--- config.mk ---
export PLATFORM = sky130hd
export DESIGN_NAME = fft_peak_detector_flat
export DESIGN_NICKNAME = d
export VERILOG_FILES = /design/src/rtl/fft_peak_detector_pkg.sv /design/src/rtl/fft_peak_detector_if.sv /design/src/rtl/fft_peak_detector_peak_compare.sv /design/src/rtl/fft_peak_detector.sv /design/src/flat_wrapper.sv
export SDC_FILE = /design/constraint.sdc
export NUM_CORES = 1
export LEC_CHECK = 0
export CELL_PAD_IN_SITES_DETAIL_PLACEMENT = 1
export CELL_PAD_IN_SITES_GLOBAL_PLACEMENT = 1
export CORE_MARGIN = 3
export CORE_UTILIZATION = 32
export DETAILED_ROUTE_END_ITERATION = 7
export GPL_ROUTABILITY_DRIVEN = 0
export PLACE_DENSITY_LB_ADDON = 0.08
export SYNTH_ARGS = -nofsm -noshare
export SYNTH_HDL_FRONTEND = slang
export SYNTH_HIERARCHICAL = 1
export SYNTH_SLANG_ARGS = --single-unit
--- constraint.sdc ---
create_clock -name clk -period 2.2 [get_ports clk]
set_clock_uncertainty 0.15 [all_clocks]
set_input_delay 0.33 -clock clk [delete_from_list [all_inputs] [get_ports clk]]
set_output_delay 0.33 -clock clk [all_outputs]
set_load 0.02 [all_outputs]
--- src/rtl/fft_peak_detector_pkg.sv ---
// Shared defaults and state encoding for the FFT peak detector.
// Optional threshold feature: define PEAK_THRESH_EN.
package fft_peak_detector_pkg;

    localparam int DEF_MAG_W  = 32;
    localparam int DEF_N_BINS = 256;
    localparam int DEF_IDX_W  = $clog2(DEF_N_BINS);

    typedef enum logic [1:0] {
        ST_IDLE   = 2'd0,
        ST_SCAN   = 2'd1,
        ST_REPORT = 2'd2
    } state_t;

    // Usable half-spectrum: DC and the mirrored upper half are skipped.
    function automatic logic in_window(
        input int unsigned idx,
        input int unsigned n_bins
    );
        return (idx != 0) && (idx < n_bins / 2);
    endfunction

endpackage

--- src/rtl/fft_peak_detector_if.sv ---
// Magnitude stream, start/busy control and result handshake bundle.
// Threshold port and hit count exist only with PEAK_THRESH_EN.
interface fft_peak_detector_if
    import fft_peak_detector_pkg::*;
#(
    parameter int MAG_W = DEF_MAG_W,
    parameter int IDX_W = DEF_IDX_W
) ();

    logic             start;
    logic             busy;
    logic             mag_valid;
    logic [MAG_W-1:0] mag_data;
    logic             mag_last;
    logic             mag_ready;
    logic             peak_valid;
    logic             peak_ready;
    logic [IDX_W-1:0] peak_bin;
    logic [MAG_W-1:0] peak_mag;
    logic             frame_err;
`ifdef PEAK_THRESH_EN
    logic [MAG_W-1:0] thresh;
    logic [IDX_W-1:0] hit_cnt;

    modport master (
        output start, mag_valid, mag_data, mag_last,
        output peak_ready, thresh,
        input  busy, mag_ready, peak_valid,
        input  peak_bin, peak_mag, frame_err, hit_cnt
    );

    modport slave (
        input  start, mag_valid, mag_data, mag_last,
        input  peak_ready, thresh,
        output busy, mag_ready, peak_valid,
        output peak_bin, peak_mag, frame_err, hit_cnt
    );
`else
    modport master (
        output start, mag_valid, mag_data, mag_last,
        output peak_ready,
        input  busy, mag_ready, peak_valid,
        input  peak_bin, peak_mag, frame_err
    );

    modport slave (
        input  start, mag_valid, mag_data, mag_last,
        input  peak_ready,
        output busy, mag_ready, peak_valid,
        output peak_bin, peak_mag, frame_err
    );
`endif

endinterface

--- src/rtl/fft_peak_detector_peak_compare.sv ---
// Registered running-max tracker; strict compare keeps the
// lowest index on ties.
module peak_compare #(
    parameter int MAG_W = 32,
    parameter int IDX_W = 8
) (
    input  logic             clk,
    input  logic             rst,
    input  logic             clear,
    input  logic             en,
    input  logic [IDX_W-1:0] idx,
    input  logic [MAG_W-1:0] mag,
    output logic [IDX_W-1:0] best_idx,
    output logic [MAG_W-1:0] best_mag
);

    always_ff @(posedge clk) begin
        if (rst || clear) begin
            best_idx <= '0;
            best_mag <= '0;
        end else if (en && (mag > best_mag)) begin
            best_idx <= idx;
            best_mag <= mag;
        end
    end

endmodule

--- src/rtl/fft_peak_detector.sv ---
// Frame-level peak search over FFT bin magnitudes.
// Optional threshold/hit-count feature: define PEAK_THRESH_EN.
module fft_peak_detector
    import fft_peak_detector_pkg::*;
#(
    parameter int MAG_W  = DEF_MAG_W,
    parameter int N_BINS = DEF_N_BINS,
    parameter int IDX_W  = DEF_IDX_W
) (
    input logic               clk,
    input logic               rst,
    fft_peak_detector_if.slave bus
);

    localparam logic [IDX_W-1:0] LAST_IDX = IDX_W'(N_BINS - 1);

    state_t           state;
    state_t           state_nxt;
    logic [IDX_W-1:0] cnt;
    logic             err_q;
    logic             arm;
    logic             beat;
    logic             term;
    logic             at_last;
    logic             cmp_en;
    logic [IDX_W-1:0] best_idx;
    logic [MAG_W-1:0] best_mag;

    assign arm     = (state == ST_IDLE) && bus.start;
    assign beat    = (state == ST_SCAN) && bus.mag_valid;
    assign at_last = (cnt == LAST_IDX);
    assign term    = beat && (bus.mag_last || at_last);
    assign cmp_en  = beat && in_window(32'(cnt), N_BINS);

    always_comb begin
        state_nxt = state;
        unique case (state)
            ST_IDLE:   if (bus.start) state_nxt = ST_SCAN;
            ST_SCAN:   if (term) state_nxt = ST_REPORT;
            ST_REPORT: if (bus.peak_ready) state_nxt = ST_IDLE;
            default:   state_nxt = ST_IDLE;
        endcase
    end

    always_ff @(posedge clk) begin
        if (rst) begin
            state <= ST_IDLE;
            cnt   <= '0;
            err_q <= 1'b0;
        end else begin
            state <= state_nxt;
            if (arm) begin
                cnt   <= '0;
                err_q <= 1'b0;
            end else if (term) begin
                // Error unless the marker lands exactly on the last bin.
                err_q <= bus.mag_last ^ at_last;
            end else if (beat) begin
                cnt <= cnt + 1'b1;
            end
        end
    end

    peak_compare #(
        .MAG_W (MAG_W),
        .IDX_W (IDX_W)
    ) u_cmp (
        .clk      (clk),
        .rst      (rst),
        .clear    (arm),
        .en       (cmp_en),
        .idx      (cnt),
        .mag      (bus.mag_data),
        .best_idx (best_idx),
        .best_mag (best_mag)
    );

    assign bus.mag_ready  = (state == ST_SCAN);
    assign bus.busy       = (state != ST_IDLE);
    assign bus.peak_valid = (state == ST_REPORT);
    assign bus.peak_mag   = best_mag;
    assign bus.frame_err  = err_q;

`ifdef PEAK_THRESH_EN
    logic [MAG_W-1:0] thresh_q;
    logic [IDX_W-1:0] hit_q;

    always_ff @(posedge clk) begin
        if (rst) begin
            thresh_q <= '0;
            hit_q    <= '0;
        end else if (arm) begin
            thresh_q <= bus.thresh;
            hit_q    <= '0;
        end else if (cmp_en && (bus.mag_data >= thresh_q)) begin
            hit_q <= hit_q + 1'b1;
        end
    end

    assign bus.hit_cnt  = hit_q;
    assign bus.peak_bin = (best_mag < thresh_q) ? '1 : best_idx;
`else
    assign bus.peak_bin = best_idx;
`endif

endmodule

--- src/flat_wrapper.sv ---
// flat-port wrapper written by rule: the top's interface ports become plain ports
module fft_peak_detector_flat import fft_peak_detector_pkg::*;
#(
    parameter int MAG_W  = DEF_MAG_W,
    parameter int N_BINS = DEF_N_BINS,
    parameter int IDX_W  = DEF_IDX_W
)
  (clk, rst, bus_start, bus_mag_valid, bus_mag_data, bus_mag_last, bus_peak_ready, bus_busy, bus_mag_ready, bus_peak_valid, bus_peak_bin, bus_peak_mag, bus_frame_err);
  fft_peak_detector_if #(.MAG_W(MAG_W), .IDX_W(IDX_W)) bus_i ();
  input logic clk;
  input logic rst;
  input wire logic [$bits(bus_i.start)-1:0] bus_start;
  input wire logic [$bits(bus_i.mag_valid)-1:0] bus_mag_valid;
  input wire logic [$bits(bus_i.mag_data)-1:0] bus_mag_data;
  input wire logic [$bits(bus_i.mag_last)-1:0] bus_mag_last;
  input wire logic [$bits(bus_i.peak_ready)-1:0] bus_peak_ready;
  output wire logic [$bits(bus_i.busy)-1:0] bus_busy;
  output wire logic [$bits(bus_i.mag_ready)-1:0] bus_mag_ready;
  output wire logic [$bits(bus_i.peak_valid)-1:0] bus_peak_valid;
  output wire logic [$bits(bus_i.peak_bin)-1:0] bus_peak_bin;
  output wire logic [$bits(bus_i.peak_mag)-1:0] bus_peak_mag;
  output wire logic [$bits(bus_i.frame_err)-1:0] bus_frame_err;
  assign bus_i.start = bus_start;
  assign bus_i.mag_valid = bus_mag_valid;
  assign bus_i.mag_data = bus_mag_data;
  assign bus_i.mag_last = bus_mag_last;
  assign bus_i.peak_ready = bus_peak_ready;
  assign bus_busy = bus_i.busy;
  assign bus_mag_ready = bus_i.mag_ready;
  assign bus_peak_valid = bus_i.peak_valid;
  assign bus_peak_bin = bus_i.peak_bin;
  assign bus_peak_mag = bus_i.peak_mag;
  assign bus_frame_err = bus_i.frame_err;
  fft_peak_detector #(.MAG_W(MAG_W), .N_BINS(N_BINS), .IDX_W(IDX_W)) u_core (.clk(clk), .rst(rst), .bus(bus_i));
endmodule
## Yosys cells after proc, flatten, opt, wreduce, memory -nomap -nowiden

Cells that the tools add are included.
W data, S select, Z words.

- Flip-flop bits (word level): 51
- Bits in latches: 0
- Bits in writable memories: 0
- ROM bits: 0
- Input port bits: 38
- Output and inout port bits: 44
- Logic and storage cells: 34
- Memories: 0

- $add $sub $neg: 1
- $mul: 0
- Divide/modulo/power cells: 0
- Magnitude comparators: 2
- Equal/unequal tests: 6
- Shift operators: 0
- Mux-type cells: 4
- Bitwise logic cells: 2
- Reductions and logical operators: 14

Operator list:

| kind | number |
|---|---|
| $gt A32 B32 Y1 | 1 |
| $add A8 B1 Y8 const B | 1 |
| $eq A8 B8 Y1 const B | 1 |
| $lt A8 B8 Y1 const B | 1 |
| $reduce_bool A8 Y1 | 1 |
| $logic_and A1 B1 Y1 | 6 |
| $mux W2 | 3 |
| $pmux W2 S3 | 1 |
| $ne A2 B2 Y1 const B | 2 |
| $reduce_and A3 Y1 | 1 |
| $eq A2 B1 Y1 const B | 1 |
| $eq A2 B2 Y1 const B | 1 |
| $logic_not A2 Y1 | 1 |
| $logic_or A1 B1 Y1 | 2 |
| $ne A2 B1 Y1 const B | 1 |
| $reduce_and A2 Y1 | 1 |
| $reduce_bool A2 Y1 | 1 |
| $reduce_or A2 Y1 | 1 |
| $not A1 Y1 | 1 |
| $xor A1 B1 Y1 | 1 |

## Depth between registers and ports, before layout

Gate-level depths: netlist (run 1).

- Depth in word-level cells: 5
- Gate-level depth with buffers: 10
- Depth with buffers taken out: 8

## Modules after synthesis

Netlist (run 1), hierarchy kept.

By module, submodules not included:

| module | instances | cells an instance | area an instance (µm²) | sequential area each (µm²) |
|---|---|---|---|---|
| peak_compare | 1 | 292 | 2461.1 | 800.8 |
| fft_peak_detector | 1 | 71 | 611.8 | 220.2 |

## Least setup slack after synthesis (run 1)

Ideal clock, no wire load.

- Path kind: register to register
- From: register u_core.u_cmp.best_mag[23]
- To: register u_core.u_cmp.best_idx[0]
- Arrival: 2.160 ns
- Required time: 1.932 ns
- Path slack: -0.228 ns
- Cell stages (with the launch flop): 11
- Clock period less this slack: 2.428 ns
- Cells stage by stage: dfxtp_1 -> inv_1 -> ha_1 -> a211oi_2 -> o21ai_1 -> a221o_1 -> or2_0 -> o21a_1 -> buf_6 -> buf_12 -> mux2i_1

- Word-level cells in the longest chain between the ends: 2

Ends and longest elaborated chain:

| item | line | text |
|---|---|---|
| start: declaration | fft_peak_detector_peak_compare.sv:14 | `output logic [MAG_W-1:0] best_mag` |
| start signal: assignment | fft_peak_detector_peak_compare.sv:23 | `best_mag <= mag;` |
| $gt A32 B32 Y1 | fft_peak_detector_peak_compare.sv:21 | `end else if (en && (mag > best_mag)) begin` |
| $logic_and A1 B1 Y1 | fft_peak_detector_peak_compare.sv:21 |  |
| end signal: assignment | fft_peak_detector_peak_compare.sv:22 | `best_idx <= idx;` |
| end: declaration | fft_peak_detector_peak_compare.sv:13 | `output logic [IDX_W-1:0] best_idx,` |

Every way passes these cells.
A chain may end at the register's enable or synchronous reset.

## Final worst setup path (run 1)

- From: register u_core.u_cmp.best_mag[25]
- To: register u_core.u_cmp.best_mag[20]

- Word-level cells in the longest chain between the ends: 2

Ends and longest elaborated chain:

| item | line |
|---|---|
| $gt A32 B32 Y1 | fft_peak_detector_peak_compare.sv:21 |
| $logic_and A1 B1 Y1 | fft_peak_detector_peak_compare.sv:21 |

Every way passes these cells.

==> results.toml, run 1 <==
[outcome]
status = "complete, but fails checks"
violations = "setup timing"

[worst_hold_path]
min_path_cells = 3
min_from = "bus_mag_data[20]"
hold_path.class = "input port to flop"

[synth]
yosysTopAreaCell = "dfxtp_1"
syn_area_sq_um = 3073
synth_seq_area_share_pct = 33.22
syn-num-nets = 436
netlist-cell-type-count = 43
syn_area_per_cell_sq_um = 8.465
synth.most_common_cell = "nand2_1"
post-synth-top-area-fraction_pct = 33.22
synth_area_leaders = "dfxtp_1 33%, ha_1 14%, mux2i_1 14%"
ys_async_sr_fraction_pct = 0
ys_top_cells_by_count = "95 x nand2_1, 51 x dfxtp_1, 43 x inv_1, 43 x mux2i_1, 35 x ha_1"
netlist_instances = 363
ys_seq_elements = 51
synthFlopType = "dfxtp_1"
synth-edff-count = 0
synth_warnings = 6

[detailed_routing]
postRouteAntennaNets = 0
wl_met3_um = 320
wl_per_cell_um = 15.97
dr.pass1.iters = 4
route.detailed.drc = 0
num_vias = 3056
highest_layer = "met4"
wl_met1_um = 4319
wl_met2_um = 5405
drt_iter0_drc = 46
vias_per_cell = 4.790
routed_wl_um = 10190

[global_route]
grt_max_degree = 29
grt.total_usage_pct = 18.81
grt_pass1_vias = 3269
grt_overflow = 0
antenna_found_initial = 0
grt_pass1_wl_um = 16410

[cells_and_area]
num_antenna_cells = 0
layout-drive-gt1-share_pct = 32.02
syn_to_final_growth_pct = 67.43
num-nets-final = 581

[placed_design]
post-place-ws_ns = -0.7904
hpwl_um = 6754
numPortBuffers = 81

[sta]
worstMarginPinSlew_ns = 0.3927
hold_viol_final = 0
slew_headroom_pct = 73.65
finalCriticalPeriod_ns = 2.679
rsz0062_at_grt = "true"
fin_ws_ns = -0.4787
fmax_mhz = 373.3
setup_viol = 40
setup_tns_ns = -15.83
maxSlewViolCount = 0
timing.final.crit_share_pct = 121.8

[cts]
clk_pin_slew_worst_paths_ns = 0.09
clock_path_buffers = 2
tritoncts = "done"
cts_sinks = 51
cts_hold_buf = 0
clockRootBuffer = "clkbuf_8"
clk_latency_ns = 0.31
numCtsBuffers = 5
htree_levels = 2

[floorplan]
die-area_sq_um = 10820
die-width_um = 104.0
io-pin-count = 82
initial_core_util_pct = 33.10
dieHeight_um = 104.0
core_sq_um = 9284
fp-row-count = 35

[critical_path]
start_kind = "flop"
crit_path_start = "u_core/u_cmp/best_mag[25]"
cp_slowest_cell = "or3_4"
crit_fanout = 5
crit_type = "flop to flop"
path_cells = "inv_4 > ha_4 > nand4_1 > or3_4 > o22ai_4 > o31a_1 > o21a_4 > buf_12 > buf_12 > buf_16 > mux2i_2"
worstPathRequired_ns = 2.28
end_kind = "flop"
reg2regPathDepth = 11
max_stage_delay_ns = 0.47
regToRegStartpoint = "u_core/u_cmp/best_mag[25]"
arrival_ns = 2.76
critPathBufInv = 4
crit_top_cell = "buf_12"
cp.depth = 11
crit_family = "simple AND/OR/NAND/NOR gates"

[power]
peakVddDrop_uv = 198.6
power-per-cell-area_nw_per_um2 = 363.0
p_leak_uw = 0.001900

[run]
drv_cap = 0
-- placed cells by master (no fill, tap or decap), types with 2 or more instances in the layout --
cell type / instances
nand4_1: 6
clkbuf_8: 7
ha_2: 3
clkdlybuf4s50_1: 60
dfxtp_1: 26
o31ai_1: 3
buf_16: 5
inv_1: 28
nor2_1: 8
mux2i_2: 3
a21oi_1: 13
o21ai_1: 2
or4_1: 2
o21bai_1: 2
mux2i_1: 40
buf_4: 57
ha_4: 19
nand2_1: 95
buf_12: 8
dfxtp_4: 17
nor4_2: 2
ha_1: 13
or3_1: 2
dfxtp_2: 8
inv_2: 14
o21ai_0: 3
nand3_1: 4
a221o_1: 2
dlygate4sd2_1: 20
a21oi_2: 4
-- through the flow --
stage | std cells | hold slack [ns] | total power, uW | cell area (sq um) | util, %
2_1_floorplan | 363 | 0.2524 | 1078 | 3273 | -
3_3_place_gp | 613 | 0.2984 | 1244 | 4589 | 49.43
3_5_place_dp | 613 | 0.3040 | 1252 | 4589 | 49.43
4_1_cts | 639 | 0.2623 | 1883 | 5131 | 55.27
5_1_grt | 638 | 0.2436 | 1963 | 5145 | 55.42
6_report | 638 | 0.2292 | 1868 | 5145 | 55.42
-- worst register-to-register path: stages, from the launching register on --
cell and delay, ns:
dfxtp_4 0.37, inv_4 0.03, ha_4 0.26, nand4_1 0.21, or3_4 0.47, o22ai_4 0.15
o31a_1 0.22, o21a_4 0.18, buf_12 0.12, buf_12 0.11, buf_16 0.12, mux2i_2 0.21
-- sequential cells by signal (all words and copies together) (netlist names) --
name / flops
u_core/u_cmp/best_idx: 8
u_core/bus.frame_err: 1
u_core/u_cmp/best_mag: 32
u_core/cnt: 8
u_core/state: 2
-- repair_timing --
item                       in CTS  in global routing
gates cloned                    6                  0
resized for setup              55                 16
setup endpoints to repair      40                 48
setup buffers                  12                  2
pin swaps                      25                 10
-- power by group --
| part | switching (uW) | internal (uW) |
|---|---|---|
| sequential | 2.18 | 905 |
| combinational | 174 | 177 |
| clock | 321 | 288 |
| total | 497 | 1370 |
-- cell families (layout without fill, tap and decap cells) --
group | Yosys count | after routing | share of synthesized area, %
AOI/OAI and AO/OA | 41 | 41 | 8.754
xor gates and xnor gates | 1 | 1 | 0.2851
adders and majority gates | 35 | 35 | 14.25
buffers and inverters | 57 | 203 | 9.568
DFF | 51 | 51 | 33.22
muxes | 43 | 43 | 14.01
and+or+nand+nor | 135 | 135 | 19.91
-- final cells by class --
| class | instances | area (sq um) |
|---|---|---|
| multi-input combinational | 255 | 2100 |
| inverter | 43 | 163.9 |
| fill | 1065 | 4139 |
| tap | 129 | 161.4 |
| timing repair buffer | 152 | 1525 |
| clock buffer | 8 | 100.1 |
| sequential | 51 | 1095 |
-- final timing paths --
check,to,slack [ns]
hold / removal,u_core/u_cmp/best_mag[20],0.23
setup reg to reg,u_core/u_cmp/best_mag[20],-0.48
setup / recovery,u_core/u_cmp/best_mag[20],-0.48
hold reg to reg,u_core/u_cmp/best_idx[1],0.32
-- metal layers --
layer,GRT usage (%),up-vias
met3,3.786,14
li1,-,1514
met5,0,-
met4,5.033,0
met1,21.62,1477
met2,35.19,51
(Power assumes the default switching activity.)
==> inputs of run 2 (changes only) <==
--- a/config.mk
+++ b/config.mk
@@ -12,6 +12,7 @@
 export DETAILED_ROUTE_END_ITERATION = 7
 export GPL_ROUTABILITY_DRIVEN = 0
 export PLACE_DENSITY_LB_ADDON = 0.08
+export RECOVER_POWER = 50
 export SYNTH_ARGS = -nofsm -noshare
 export SYNTH_HDL_FRONTEND = slang
 export SYNTH_HIERARCHICAL = 1
==> results.toml, run 2 (synthesis results as in run 1) <==
[global_route]
grt.total_usage_pct = 18.81
grt_overflow = 0
globalRouteMet1Util_pct = 21.62
grt.busiest_layer = "met2"
grtUsageMet2_pct = 35.19
antenna_found_initial = 0
grt_pass1_wl_um = 16410
grt_pass1_vias = 3269
grt_max_degree = 29
met3_usage_pct = 3.786

[cells_and_area]
final_common_cell = "nand2_1"
syn_to_final_growth_pct = 67.35
regMostFlops = "u_core/u_cmp/best_mag"
largest_reg_flops = 32
layout-drive-gt1-share_pct = 31.83
final_cell_mix = "95 x nand2_1, 57 x buf_4, 40 x mux2i_1, 34 x clkdlybuf4s50_1, 28 x inv_1"
fillers = 1065
num_antenna_cells = 0
largestRegisters = "u_core/u_cmp/best_mag x32, u_core/cnt x8, u_core/u_cmp/best_idx x8"
fin_area_sq_um = 5142
num-nets-final = 581

[cts]
htree_levels = 2
clk_latency_ns = 0.31
cts_sinks = 51
tritoncts = "done"
numCtsBuffers = 5
clock_path_buffers = 2
clk_pin_slew_worst_paths_ns = 0.09
clockRootBuffer = "clkbuf_8"

[sta]
fmax_mhz = 372.2
hold_viol_final = 0
rsz0062_at_grt = "true"
maxSlewViolCount = 0
worstMarginPinSlew_ns = 0.3927
finalCriticalPeriod_ns = 2.686
slew_headroom_pct = 73.65
timing.final.crit_share_pct = 122.1
fin_ws_ns = -0.4865
setup_viol = 40

[floorplan]
core_sq_um = 9284
die-width_um = 104.0
fp-row-count = 35
initial_core_util_pct = 33.10
io-pin-count = 82
dieHeight_um = 104.0
die-area_sq_um = 10820

[critical_path]
start_kind = "flop"
crit_fanout = 5
reg2reg_slack_ns = -0.49
arrival_ns = 2.77
crit_type = "flop to flop"
worstPathRequired_ns = 2.28
reg2regPathDepth = 11
end_kind = "flop"

[detailed_routing]
wl_per_cell_um = 15.93
num_vias = 3051
vias_per_cell = 4.782
postRouteAntennaNets = 0
dr.pass1.iters = 4
route.detailed.drc = 0
drt_iter0_drc = 45
routed_wl_um = 10170

[outcome]
status = "complete, but fails checks"
violations = "setup timing"

[power]
power-per-cell-area_nw_per_um2 = 363.4
p_leak_uw = 0.001996
peakVddDrop_uv = 198.6
finalPower_uw = 1869

[placed_design]
numPortBuffers = 81
placed_area_sq_um = 4589
hpwl_um = 6754
post-place-ws_ns = -0.7904

[worst_hold_path]
min_path_cells = 3
hold_path.class = "input port to flop"

[run]
drv_cap = 0
run 2: cell count changes in the layout (fill, tap and decap cells not counted), sizes merged:
cell	before	now
dlygate4sd3	0	26
clkdlybuf4s50	60	34
run 2: stage by stage:
| step | instances | hold slack [ns] | util (%) | setup TNS (ns) |
|---|---|---|---|---|
| floorplan | 363 | 0.2524 | - | 0 |
| global placement | 613 | 0.2984 | 49.43 | -29.29 |
| detailed placement | 613 | 0.3040 | 49.43 | -30.24 |
| CTS | 639 | 0.2623 | 55.27 | -10.86 |
| global route | 638 | 0.2436 | 55.39 | -19.77 |
| finish | 638 | 0.2280 | 55.39 | -16.16 |
run 2: worst max-delay path, cell delays in order (launching register included):
cell	delay, ns
dfxtp_4	0.37
inv_4	0.03
ha_4	0.26
nand4_1	0.21
or3_4	0.47
o22ai_4	0.15
o31a_1	0.22
o21a_4	0.18
buf_12	0.12
buf_12	0.11
buf_16	0.12
mux2i_2	0.21
run 2: path summary, 6_finish.rpt:
check / to / startpoint
setup / recovery: u_core/u_cmp/best_mag[20] / u_core/u_cmp/best_mag[25]
hold reg to reg: u_core/u_cmp/best_idx[1] / u_core/u_cmp/best_idx[1]
hold / removal: u_core/u_cmp/best_mag[20] / bus_mag_data[20]
setup reg to reg: u_core/u_cmp/best_mag[20] / u_core/u_cmp/best_mag[25]
run 2: area by class of cell:
type	count	area, sq um	share of cell area [%]
clock buffers	8	100.1	1.946
inverters	43	163.9	3.187
multi-input cells	255	2097	40.78
flip-flops and latches	51	1095	21.29
well taps	129	161.4	3.139
repair buffers	152	1525	29.66
run 2: repair_timing:
item,in CTS,in global routing
setup buffers,12,2
resized for setup,55,16
endpoints found under the hold margin,0,0
pin swaps,25,10
setup endpoints to repair,40,48
cloned,6,0
hold buffers,0,0
run 2: power breakdown:
part / internal [uW] / total (uW) / switching, uW
sequential: 905 / 907 / 2.13
clock: 288 / 610 / 322
combinational: 177 / 351 / 174
total: 1370 / 1870 / 498
run 2: metal layers:
metal  wire length (um)  vias up
met5                  0        -
met4                111        0
met3                306       12
met2               5407       51
met1               4341     1474
li1                   -     1514
